$ cat config.mk
export PLATFORM = sky130hd
export DESIGN_NAME = envelope_pwm_dac
export DESIGN_NICKNAME = d
export VERILOG_FILES = /design/src/rtl/envelope_pwm_dac.sv
export SDC_FILE = /design/constraint.sdc
export NUM_CORES = 1
export LEC_CHECK = 0
export CAP_MARGIN = 20
export CORE_MARGIN = 2
export CORE_UTILIZATION = 45
export CTS_CLUSTER_DIAMETER = 80
export DETAILED_ROUTE_END_ITERATION = 8
export PLACE_DENSITY_LB_ADDON = 0.08
export SLEW_MARGIN = 20
export SYNTH_ARGS = -nofsm -noshare
export SYNTH_HDL_FRONTEND = slang
export SYNTH_SLANG_ARGS = --single-unit
export TNS_END_PERCENT = 5
$ cat constraint.sdc
create_clock -name clk -period 7.05 [get_ports clk]
set_clock_uncertainty 0.15 [all_clocks]
set_input_delay 1.0575 -clock clk [delete_from_list [all_inputs] [get_ports clk]]
set_output_delay 1.0575 -clock clk [all_outputs]
set_load 0.01 [all_outputs]
$ cat src/rtl/envelope_pwm_dac.sv
// Linear attack/sustain/release envelope applied to an offset-binary
// sample, driven out as a parallel level and as a 256-clock PWM.
module envelope_pwm_dac #(
   parameter int ENV_DIV      = 50000,
   parameter int ATTACK_STEP  = 8,
   parameter int RELEASE_STEP = 2
) (
   input  logic       clk,
   input  logic       rst,
   input  logic [7:0] sample_in,
   input  logic       key_on,
   output logic [7:0] level_out,
   output logic       pwm_out,
   output logic [7:0] env_out,
   output logic       active
);

   localparam int PW = $clog2(ENV_DIV);
   localparam logic [PW-1:0] PMAX = PW'(ENV_DIV - 1);
   localparam logic [8:0] AS9 = 9'(ATTACK_STEP);
   localparam logic [7:0] RS8 = 8'(RELEASE_STEP);

   typedef enum logic [1:0] {
      IDLE,
      ATTACK,
      SUSTAIN,
      RELEASE
   } state_t;

   state_t state, state_n;

   logic [7:0]    env, env_n;
   logic [PW-1:0] pre;
   logic          tick;
   logic [8:0]    att_sum;
   logic [7:0]    att_env;
   logic [7:0]    rel_env;

   logic signed [8:0]  c;
   logic signed [17:0] c18;
   logic signed [17:0] e18;
   logic signed [17:0] p;
   logic signed [17:0] s;
   logic [7:0]         result;

   logic [7:0] pcnt;
   logic [7:0] duty;

   assign tick = (pre == PMAX);

   always_ff @(posedge clk) begin
      if (rst) begin
         pre <= '0;
      end else if (tick) begin
         pre <= '0;
      end else begin
         pre <= pre + 1'b1;
      end
   end

   // Saturating step arithmetic for both ramp directions
   assign att_sum = {1'b0, env} + AS9;
   assign att_env = att_sum[8] ? 8'hFF : att_sum[7:0];
   assign rel_env = (env > RS8) ? env - RS8 : 8'h00;

   always_comb begin
      state_n = state;
      env_n   = env;
      unique case (state)
         IDLE: begin
            env_n = 8'h00;
            if (key_on) state_n = ATTACK;
         end
         ATTACK: begin
            if (!key_on) begin
               state_n = RELEASE;
            end else if (tick) begin
               env_n = att_env;
               if (att_env == 8'hFF) state_n = SUSTAIN;
            end
         end
         SUSTAIN: begin
            env_n = 8'hFF;
            if (!key_on) state_n = RELEASE;
         end
         RELEASE: begin
            if (key_on) begin
               state_n = ATTACK;
            end else if (tick) begin
               env_n = rel_env;
               if (rel_env == 8'h00) state_n = IDLE;
            end
         end
         default: begin
            state_n = IDLE;
            env_n   = 8'h00;
         end
      endcase
   end

   always_ff @(posedge clk) begin
      if (rst) begin
         state  <= IDLE;
         env    <= 8'h00;
         active <= 1'b0;
      end else begin
         state  <= state_n;
         env    <= env_n;
         active <= (state_n != IDLE);
      end
   end

   assign env_out = env;

   // Signed scaling around midscale; floor shift keeps result in 0..254
   assign c      = $signed({1'b0, sample_in}) - 9'sd128;
   assign c18    = 18'(c);
   assign e18    = $signed({10'b0, env});
   assign p      = c18 * e18;
   assign s      = p >>> 8;
   assign result = 8'(s + 18'sd128);

   always_ff @(posedge clk) begin
      if (rst) begin
         pcnt      <= 8'h00;
         duty      <= 8'd128;
         level_out <= 8'd128;
         pwm_out   <= 1'b0;
      end else begin
         pcnt    <= pcnt + 8'd1;
         pwm_out <= (pcnt < duty);
         if (pcnt == 8'hFF) begin
            duty      <= result;
            level_out <= result;
         end
      end
   end

endmodule

==> results_dict.tcl <==
set metrics [dict create \
    synth_area_sq_um 4761 \
    clkPwrFrac_pct 25.7 \
    critPathCaptureType "register" \
    setup_tns_ns 0 \
    relSlewSlack_pct 41.98 \
    worst_ep_required_time_ns 7.09 \
    detailed_route_via_count 3756 \
    cellLeakagePower_nw 2.290 \
    postRouteAntennaNets 0 \
    post_dp_area_sq_um 5130 \
    cts.clk_slew.worst_paths_ns 0.08 \
    remaining_drc_errors 0 \
    grt_pass1_wl_microns 18330 \
    postSynthCellCount 570 \
    synth_most_common_cell "inv_1" \
    drt-initial-drc-count 120 \
    pwr-share-seq_pct 37.2 \
    ys_types 53 \
    hold-path-cell-count 1 \
    ir_worst_vdd_uv 74.98 \
    powerDensity_nw_per_um2 143.3 \
    r2r_path_end "duty[7]$_SDFFE_PP1N_" \
    cts.repair_timing.setup_buffer_count 0 \
    report.final.setup_viol 0 \
    route.detailed.wl_per_inst_microns 14.24 \
    clock_tree_buf_depth 2 \
    cts_num_sinks 44 \
    nNetsFinal 685 \
    grt_util_all_layers_pct 19.90 \
    synth_flop_cell "dfxtp_1" \
    cts.repair.resized 0 \
    insertion_delay_ns 0.30 \
    cell_area_after_layout_sq_um 5238 \
    post-place-ws_ns 1.196 \
    cellInternalPower_uw 482.6 \
    startpoint_type "primary input" \
    die_height_microns 106.9 \
    worst-endpoint-arrival_ns 5.53 \
    cts_made_buffers 5 \
    power_switching_uw 268.0 \
    die_w_microns 106.9 \
    worstSetupPathType "in -> reg" \
    cell_types_with_the_highest_counts_after_synthesis "inv_1, fa_1, nand2_1" \
    top_level_ports 29 \
    drt_pre_antenna_iters 4 \
    report.power.total_uw 750.6 \
    gp_congestion 0.8352 \
    async_reset_ff_share_pct 0 \
    critical_path.cell_chain "clkdlybuf4s50_1 > and2_1 > fa_1 > inv_1 > fa_1 > inv_1 > fa_1 > inv_1 > fa_1 > inv_1 > ha_1 > nor2_1 > a21oi_1 > nand2_1 > o21ai_0 > nor4_1 > a211o_1" \
    status "finished, final reports clean" \
    grt_setup_unrepaired "no" \
    synth.top_cell.area_share_pct 21.02 \
    final_core_utilization_pct 50.96 \
    clock_tree_from_tritoncts "yes" \
    critical_path.max_stage_delay_ns 0.57 \
    timing.hold.worst.class "reg -> reg" \
    number_of_hold_repair_buffers_added_at_the_cts_stage 0 \
    row_count 37 \
    max_freq_ghz 0.1821 \
    htreeDepth 2 \
    clockRootBuffer "clkbuf_8" \
    portBuffers 28 \
    hold_ws_ns 0.2937 \
    holdCritStartpoint "pre[0]$_SDFF_PP0_" \
    timing.final.hold_violations 0 \
    antenna-diode-count 0 \
    tightest_slew_ns 0.8692 \
    floorplan.initialDensity_pct 46.32 \
    post-dp-hpwl_microns 7879 \
    grt_start_max_net_pins 34 \
    critPathMaxFanout 8 \
    count_of_flip_flops_with_a_built_in_enable_after_synthesis 0 \
    grt_pass1_vias 3887 \
    max-cap-violations 0 \
    initial_antenna_violation_count 0 \
    synth.area.top_cells "fa_1, dfxtp_1, ha_1" \
    fin_cells 720 \
    placedCellCount 712 \
    synthToLayoutAreaGrowth_pct 10.01 \
    hold-path-endpoint "pre[0]$_SDFF_PP0_" \
    r2r_cells 17 \
    reg2reg_from "env_out[4]$_SDFFE_PP0P_" \
    post-synth-top-area-cell "fa_1" \
    post_synth.cell_area_avg_sq_um 8.352 \
    globalRoute.totalOverflow 0 \
    floorplan.die_area_sq_um 11420 \
    fp.coreArea_sq_um 10280 \
    synth_warnings 0 \
    finalCriticalPeriod_ns 5.493 \
    synth_fp_nets 672 \
    reg2reg_slack_ns 1.82 \
    fin_ws_ns 1.557 \
    netSwitchingFraction_pct 35.71 \
    route.final.wire_length_microns 10260 \
    period_utilization_post_route_pct 77.91 \
    yosys_register_bits 44 \
    drive_gt1_share_pct 3.082 \
    slowest_stage "clkdlybuf4s50_1" \
    slew_violations 0 \
    pwr-share-comb_pct 37.1 \
    routed_via_density 5.217 \
    register_area_share_after_synthesis_pct 18.50 \
]
cell type report:
class | instances | area (sq um)
clock buffer | 6 | 72.57
clock inverter | 2 | 35.03
fill | 1027 | 5040
inverter | 91 | 341.6
multi-input combinational | 410 | 3435
sequential | 44 | 880.8
tap | 136 | 170.2
timing repair buffer | 31 | 302.8
routing by layer:
metal / global-route usage (%) / vias to the layer above / part of all wire [%]
met4: 4.824 / 0 / 1.6
met2: 34.58 / 50 / 48
met5: 0 / - / 0
met3: 2.736 / 11 / 2.5
met1: 26.19 / 1818 / 48
li1: - / 1877 / -
critical path: cells and delay by family:
kind                       cells  cell delay [ns]
AOI/OAI and AO/OA              3             0.82
adders and majority gates      5             2.36
buffers and inverters          5             0.78
and+or+nand+nor                4             0.53
registers in the layout, indices dropped and copies added (netlist names):
name     cells
pre         16
duty         8
env_out      8
pcnt         8
state        2
active       1
pwm_out      1
layout by cell type (no fill, tap or decap), types with 4 or more instances in the layout:
cell / netlist / final
nand2b_1: 10 / 10
a21oi_1: 16 / 16
dfxtp_1: 44 / 44
or3_1: 4 / 4
nor4_1: 6 / 6
and2_1: 37 / 37
nand2_1: 45 / 45
nor2b_1: 8 / 8
ha_1: 41 / 41
clkbuf_8: 0 / 5
a31oi_1: 12 / 12
clkdlybuf4s50_1: 0 / 28
xor2_1: 15 / 15
o21ai_0: 13 / 13
nor3_1: 7 / 7
a211oi_1: 5 / 5
inv_1: 91 / 91
fa_1: 50 / 50
xnor2_1: 21 / 21
and3_1: 12 / 12
nor2_1: 43 / 43
nand3_1: 15 / 15
how the worst max path moves through the flow:
stage | endpoint | slack (ns) | cells past startpoint | from
3_5_place_dp | duty[4]$_SDFFE_PP0N_ | 1.20 | 16 | sample_in[7]
5_1_grt | duty[7]$_SDFFE_PP1N_ | 1.26 | 16 | sample_in[7]
3_3_place_gp | duty[4]$_SDFFE_PP0N_ | 1.24 | 17 | sample_in[3]
6_report | duty[7]$_SDFFE_PP1N_ | 1.56 | 17 | sample_in[4]
4_1_cts | duty[4]$_SDFFE_PP0N_ | 1.53 | 17 | sample_in[4]
2_1_floorplan | duty[7]$_SDFFE_PP1N_ | 2.13 | 15 | sample_in[7]
power groups by stage:
| stage | clock, mW | sequential (mW) | combinational [mW] |
|---|---|---|---|
| 3_3_place_gp | 0 | 0.284 | 0.280 |
| 5_1_grt | 0.212 | 0.281 | 0.327 |
| 2_1_floorplan | 0 | 0.270 | 0.223 |
| 3_5_place_dp | 0 | 0.285 | 0.284 |
| 6_report | 0.193 | 0.279 | 0.279 |
| 4_1_cts | 0.200 | 0.279 | 0.285 |
cells by family after synthesis:
family,Yosys count,share of synthesized area (%)
simple gates,201,21.76
buf+inv,116,9.356
fa+ha+maj,91,31.80
compound gates,81,11.75
flops,44,18.50
xor+xnor,36,6.623
mux,1,0.2103
Power figures use the tool's default switching activity.
